$ cat src/rtl/vs_spi_sched.sv
`default_nettype none
// ============================================================================
// vs_spi_sched : VS1003 reset/init sequencer and SCI/SDI shared-bus arbiter
// Rev 1.0
// ============================================================================
module vs_spi_sched #(
   parameter int          CLK_DIV     = 4,
   parameter int          RST_CYCLES  = 1000,
   parameter int          BURST       = 32,
   parameter logic [15:0] INIT_MODE   = 16'h0804,
   parameter logic [15:0] INIT_CLOCKF = 16'h9800,
   parameter logic [15:0] INIT_VOL    = 16'h2020
) (
   input  logic        clk,
   input  logic        rst,
   input  logic        DREQ,
   input  logic [7:0]  data_in,
   input  logic        data_valid,
   output logic        data_ready,
   input  logic        vol_req,
   input  logic [15:0] vol_val,
   output logic        vol_ack,
   output logic        xRSET,
   output logic        XCS,
   output logic        XDCS,
   output logic        SI,
   output logic        SCLK,
   output logic        ready
);

   localparam int c_dw = $clog2(CLK_DIV);
   localparam int c_gw = $clog2(CLK_DIV + 1);
   localparam int c_rw = $clog2(RST_CYCLES + 1);
   localparam int c_cw = $clog2(BURST + 1);
   localparam logic [c_dw-1:0] c_div_last = c_dw'(CLK_DIV - 1);
   localparam logic [c_gw-1:0] c_gap      = c_gw'(CLK_DIV);
   localparam logic [c_rw-1:0] c_rst_last = c_rw'(RST_CYCLES - 1);
   localparam logic [c_cw-1:0] c_burst    = c_cw'(BURST);

   typedef enum logic [2:0] {
      RST_HOLD  = 3'd0,
      WAIT_BOOT = 3'd1,
      INIT      = 3'd2,
      IDLE      = 3'd3,
      SDI_BURST = 3'd4,
      SCI_VOL   = 3'd5
   } state_t;

   typedef enum logic [1:0] {
      PH_IDLE  = 2'd0,
      PH_SHIFT = 2'd1,
      PH_TAIL  = 2'd2
   } phase_t;

   state_t          state_q, state_d;
   phase_t          ph_q, ph_d;
   logic [c_dw-1:0] div_q, div_d;
   logic [c_gw-1:0] gap_q, gap_d;
   logic [c_rw-1:0] rst_cnt_q, rst_cnt_d;
   logic [c_cw-1:0] cnt_q, cnt_d;
   logic [5:0]      bits_q, bits_d;
   logic [31:0]     shift_q, shift_d;
   logic [1:0]      init_idx_q, init_idx_d;
   logic [15:0]     vol_q, vol_d;
   logic            sclk_q, sclk_d;
   logic            xrset_q, xrset_d;
   logic            xcs_q, xcs_d;
   logic            xdcs_q, xdcs_d;
   logic            ready_q, ready_d;
   logic            data_ready_q, data_ready_d;
   logic            vol_ack_q, vol_ack_d;

   logic        gap_ok;
   logic        start_sci;
   logic        load_byte;
   logic [31:0] sci_word;
   logic [31:0] init_word;

   assign gap_ok = (gap_q == c_gap);

   always_comb begin
      case (init_idx_q)
         2'd0:    init_word = {8'h02, 8'h00, INIT_MODE};
         2'd1:    init_word = {8'h02, 8'h03, INIT_CLOCKF};
         default: init_word = {8'h02, 8'h0B, INIT_VOL};
      endcase
   end

   always_comb begin
      state_d      = state_q;
      ph_d         = ph_q;
      div_d        = div_q;
      sclk_d       = sclk_q;
      bits_d       = bits_q;
      shift_d      = shift_q;
      cnt_d        = cnt_q;
      init_idx_d   = init_idx_q;
      rst_cnt_d    = rst_cnt_q;
      vol_d        = vol_q;
      xrset_d      = xrset_q;
      xcs_d        = xcs_q;
      xdcs_d       = xdcs_q;
      ready_d      = ready_q;
      data_ready_d = 1'b0;
      vol_ack_d    = 1'b0;
      start_sci    = 1'b0;
      load_byte    = 1'b0;
      sci_word     = init_word;
      gap_d        = gap_q;
      if (xcs_q && xdcs_q && !gap_ok) gap_d = gap_q + 1'b1;

      case (ph_q)
         PH_SHIFT: begin
            if (div_q == c_div_last) begin
               div_d = '0;
               if (!sclk_q) begin
                  sclk_d = 1'b1;
               end else begin
                  sclk_d = 1'b0;
                  if (bits_q == 6'd1) begin
                     // Byte boundary inside a burst: chain the next byte without releasing XDCS
                     if (state_q == SDI_BURST && cnt_q < c_burst && data_valid) load_byte = 1'b1;
                     else ph_d = PH_TAIL;
                  end else begin
                     bits_d  = bits_q - 1'b1;
                     shift_d = {shift_q[30:0], 1'b0};
                  end
               end
            end else begin
               div_d = div_q + 1'b1;
            end
         end
         PH_TAIL: begin
            if (div_q == c_div_last) begin
               div_d   = '0;
               ph_d    = PH_IDLE;
               xcs_d   = 1'b1;
               xdcs_d  = 1'b1;
               gap_d   = '0;
               shift_d = '0;
               case (state_q)
                  INIT: begin
                     if (init_idx_q == 2'd2) begin
                        state_d = IDLE;
                        ready_d = 1'b1;
                     end else begin
                        init_idx_d = init_idx_q + 1'b1;
                     end
                  end
                  SCI_VOL: begin
                     vol_ack_d = 1'b1;
                     state_d   = IDLE;
                  end
                  default: state_d = IDLE;
               endcase
            end else begin
               div_d = div_q + 1'b1;
            end
         end
         default: begin
            case (state_q)
               RST_HOLD: begin
                  if (rst_cnt_q == c_rst_last) begin
                     xrset_d = 1'b1;
                     state_d = WAIT_BOOT;
                  end else begin
                     rst_cnt_d = rst_cnt_q + 1'b1;
                  end
               end
               WAIT_BOOT: if (DREQ) state_d = INIT;
               INIT:      if (DREQ && gap_ok) start_sci = 1'b1;
               IDLE: begin
                  if (vol_req) begin
                     state_d = SCI_VOL;
                     vol_d   = vol_val;
                  end else if (DREQ && data_valid && gap_ok) begin
                     state_d   = SDI_BURST;
                     load_byte = 1'b1;
                  end
               end
               SCI_VOL: begin
                  sci_word = {8'h02, 8'h0B, vol_q};
                  if (DREQ && gap_ok) start_sci = 1'b1;
               end
               default: ;
            endcase
         end
      endcase

      if (start_sci) begin
         ph_d    = PH_SHIFT;
         xcs_d   = 1'b0;
         shift_d = sci_word;
         bits_d  = 6'd32;
         div_d   = '0;
         sclk_d  = 1'b0;
      end
      if (load_byte) begin
         ph_d         = PH_SHIFT;
         xdcs_d       = 1'b0;
         shift_d      = {data_in, 24'h0};
         bits_d       = 6'd8;
         div_d        = '0;
         sclk_d       = 1'b0;
         data_ready_d = 1'b1;
         cnt_d        = (state_q == SDI_BURST) ? cnt_q + 1'b1 : c_cw'(1);
      end
   end

   always_ff @(posedge clk) begin
      if (!rst) begin
         state_q      <= RST_HOLD;
         ph_q         <= PH_IDLE;
         div_q        <= '0;
         gap_q        <= '0;
         rst_cnt_q    <= '0;
         cnt_q        <= '0;
         bits_q       <= '0;
         shift_q      <= '0;
         init_idx_q   <= '0;
         vol_q        <= '0;
         sclk_q       <= 1'b0;
         xrset_q      <= 1'b0;
         xcs_q        <= 1'b1;
         xdcs_q       <= 1'b1;
         ready_q      <= 1'b0;
         data_ready_q <= 1'b0;
         vol_ack_q    <= 1'b0;
      end else begin
         state_q      <= state_d;
         ph_q         <= ph_d;
         div_q        <= div_d;
         gap_q        <= gap_d;
         rst_cnt_q    <= rst_cnt_d;
         cnt_q        <= cnt_d;
         bits_q       <= bits_d;
         shift_q      <= shift_d;
         init_idx_q   <= init_idx_d;
         vol_q        <= vol_d;
         sclk_q       <= sclk_d;
         xrset_q      <= xrset_d;
         xcs_q        <= xcs_d;
         xdcs_q       <= xdcs_d;
         ready_q      <= ready_d;
         data_ready_q <= data_ready_d;
         vol_ack_q    <= vol_ack_d;
      end
   end

   assign data_ready = data_ready_q;
   assign vol_ack    = vol_ack_q;
   assign xRSET      = xrset_q;
   assign XCS        = xcs_q;
   assign XDCS       = xdcs_q;
   assign SI         = shift_q[31];
   assign SCLK       = sclk_q;
   assign ready      = ready_q;

endmodule
`default_nettype wire

$ cat config.mk
export PLATFORM = sky130hd
export DESIGN_NAME = vs_spi_sched
export DESIGN_NICKNAME = d
export VERILOG_FILES = /design/src/rtl/vs_spi_sched.sv
export SDC_FILE = /design/constraint.sdc
export NUM_CORES = 1
export LEC_CHECK = 0
export CAP_MARGIN = 10
export CORE_MARGIN = 2
export CORE_UTILIZATION = 52
export DETAILED_ROUTE_END_ITERATION = 7
export PLACE_DENSITY = 0.87
export SLEW_MARGIN = 10
export SYNTH_ARGS = -nofsm -noshare
export SYNTH_HDL_FRONTEND = slang
export SYNTH_SLANG_ARGS = --single-unit
$ cat constraint.sdc
create_clock -name clk -period 2.07 [get_ports clk]
set_input_delay 0.207 -clock clk [delete_from_list [all_inputs] [get_ports clk]]
set_output_delay 0.207 -clock clk [all_outputs]
set_load 0.02 [all_outputs]
==> run metrics <==
GP Congestion=0.918; Final Cycle Share=101%; Lkg Pwr=1.94 nW; Setup TNS Final=-0.0470 ns; met3 Usage GRT=5.24%; critical path capture point type=flop; YS warnings=0; initial antenna violation count=0; first-pass GRT wire length=between 15 and 20 mm; Hold Crit Depth=3; Hold Violations, Final=0; Mapped Area=4150 sq um; vias in the first global route=3,568; Hold Worst Slack=about 0.38 ns; GRT met2 Usage=37.1%; failing checks=negative setup slack; kind of critical path=reg -> reg; fmax=0.477 GHz; Synth area leaders=dfxtp_1 (43%), nand2_1 (6.6%), nor2_1 (5.7%), a21oi_1 (4.6%), ha_1 (3.9%); Sink Count=89; vias=3,759; Final Max Tran Viols=0; Die ar.=8720 sq um; Layout Utilization=around two thirds; Seq pwr share=47.7%; DRT antenna net count=0; number of synthesized flops with an enable pin=0; share of the synthesized area in the top cell type=42.9%; CP Depth=10; share of synthesized registers carrying an async set or reset=0%; Hold Path Class=in -> reg; overall power=0.00394 W; Int Power=0.00284 W; Iter 0 DRT Violations=288; slowest CP cell=dfxtp_1; Worst Path Max Fanout=15; FF+latch count, synth=89; largest family of logic cells by synthesized area=simple AND/OR/NAND/NOR gates; # DRC=0; Tightest Pin Transition=0.550 ns; iteration count of the initial detailed-routing pass=4; GR Overflow Total=0; syn nets=~540; multi-input combinational cell area=2240 sq um; post-route worst setup slack=-0.0246 ns; Layout area overhead=23.9%; cell family with most CP delay=compound AO/OA/AOI/OAI gates; Post-CTS Hold Buffers=0; Avg WL per Cell=14.5 um; GR peak layer=met2; combinational power share=18.4%; Die X=93.4 um; top cells by count, synth=dfxtp_1 (89), nand2_1 (73), nor2_1 (63); layout cell share with drive strength beyond 1=16.8%; Final nets=around 600; met1 global-route usage=a little over a quarter; compound-cell area share of the yosys netlist=15.9%; worst-case vdd ir drop=between 0.5 and 0.6 mV; PD cells=767 nW/um^2; Post-Synth Adder-Cell Area=between 3 and 4%; GRT Overall Usage=22.2%; Skew-Pair Late Insertion Delay=0.36 ns; Synth cell types=61; placed instance count=640; Die Height=about 93 um; Switch Pwr=around 0.0011 W; Row Count=32; CP arrival=2.35 ns; xor and xnor area share after synthesis=around 4.2%; sequential area share after synthesis=42.9%; cell seen most often among critical-path stages=buf_4; vias per cell=about 5.7; slowest cell delay on critical path=0.33 ns; WP data required=2.32 ns; crit path launch type=flop; Layout Skew=between 0.007 and 0.008 ns; Core ar.=7730 sq um; clock power share=33.9%; Slew Limit Headroom=63.1%; Switching Fraction=28.0%; unrepaired setup endpoints after global routing=yes; critical-path cell list=inv_1 > ha_1 > nor4b_4 > buf_4 > a21oi_1 > o221ai_1 > nand3_1 > buf_4 > o21ai_0 > a31oi_1; fillers=577; wirelength, routed=9.58 mm; Starting Density=between 50 and 60%; max cap viols=0; endpoints failing setup=4; WP buf/inv=3; Synth area leader=dfxtp_1; post-synthesis mux area share=1.93%; diodes inserted=0; Num CTS Buffers=9; mean post-synth cell area=approximately 8.4 sq um; ys flop type=dfxtp_1; Mapped Cells=493; most frequent cell after synthesis=dfxtp_1; outcome=finished with violations; clk buf depth=2; PortBufs=36; H-tree depth=3; clock-pin slew on the worst setup and hold paths=about 0.090 ns; CTS root buffer=clkbuf_8; largest net degree at the start of global routing=26; TritonCTS clock tree=yes; Post-Synth Simple-Gate Area=26.2%; Worst Reg-to-Reg Cells=10; FF+latch area=1790 sq um; fin crit period=2.09 ns; # IOs=37; Final Instance Count excl. Fillers=~660; dpl hpwl=between 6 and 7 mm
worst reg2reg max path, stage by stage, from the launching register on:
cell	delay, ns
dfxtp_1	0.33
inv_1	0.08
ha_1	0.14
nor4b_4	0.28
buf_4	0.21
a21oi_1	0.08
o221ai_1	0.28
nand3_1	0.16
buf_4	0.21
o21ai_0	0.16
a31oi_1	0.05
state kept, by name, indices dropped and copies added, names as in the netlist, 2 cells and up:
register / flops
bits_q: 6
shift_q: 32
rst_cnt_q: 10
state_q: 3
init_idx_q: 2
div_q: 2
cnt_q: 6
ph_q: 2
vol_q: 16
gap_q: 3
per-layer routing:
| layer | wire (um) | vias to the layer above |
|---|---|---|
| li1 | - | 1846 |
| met1 | 4100 | 1754 |
| met2 | 4610 | 129 |
| met3 | 576 | 30 |
| met4 | 288 | 0 |
| met5 | 0 | - |
cells by family after synthesis:
logic type	count (synthesis)
flip-flops	89
AO/OA/AOI/OAI	95
XOR/XNOR	20
adder cells (fa/ha/maj)	13
AND/OR/NAND/NOR	224
buffers and inverters	44
multiplexers	8
power groups by stage:
| stage | combinational, W | clock (W) | sequential (W) |
|---|---|---|---|
| global placement | 0.000648 | 0 | 0.00190 |
| global route | 0.000789 | 0.00142 | 0.00189 |
| CTS | 0.000701 | 0.00135 | 0.00187 |
| detailed placement | 0.000681 | 0 | 0.00191 |
| finish | 0.000726 | 0.00134 | 0.00188 |
| floorplan | 0.000469 | 0 | 0.00187 |
through the flow:
stage | setup slack [ns] | cell area, sq um
after CTS | 0.0111 | 5050
final | -0.0246 | 5150
after global placement | 0.000711 | 4820
after global routing | -0.112 | 5150
after detailed placement | -0.0343 | 4820
after floorplan | -0.0461 | 4180
final cells by class:
type | count | share of cell area [%]
inverters | 16 | 1.17
flip-flops and latches | 89 | 34.7
multi-input cells | 360 | 43.5
repair buffers | 78 | 13.8
well taps | 102 | 2.48
clock inverters | 7 | 1.97
clock buffers | 9 | 2.41
final timing paths:
kind | startpoint | to | slack [ns]
max | bits_q[1]$_SDFFE_PP0P_ | shift_q[27]$_SDFFE_PN0P_ | -0.02
min | vol_val[11] | vol_q[11]$_SDFFE_PN0P_ | 0.38
max reg2reg | bits_q[1]$_SDFFE_PP0P_ | shift_q[27]$_SDFFE_PN0P_ | -0.02
min reg2reg | vol_q[0]$_SDFFE_PN0P_ | vol_q[0]$_SDFFE_PN0P_ | 0.46
cell usage in the layout, fill, tap and decap left out, drive strengths merged, types with 13 or more instances in the layout:
cell,n
nor3,20
nor2,64
a21oi,38
nand2,74
buf,42
dfxtp,89
clkdlybuf4s50,36
nand3,17
inv,19
ha,13
o21ai,14
timing repair:
action / 4_1_cts / 5_1_grt
gates resized for setup: 1 / 21
gates cloned: 0 / 0
pin swaps: 0 / 4
endpoints found under the setup margin: 3 / 45
buffers inserted: 0 / 5
Power figures use the tool's default switching activity.
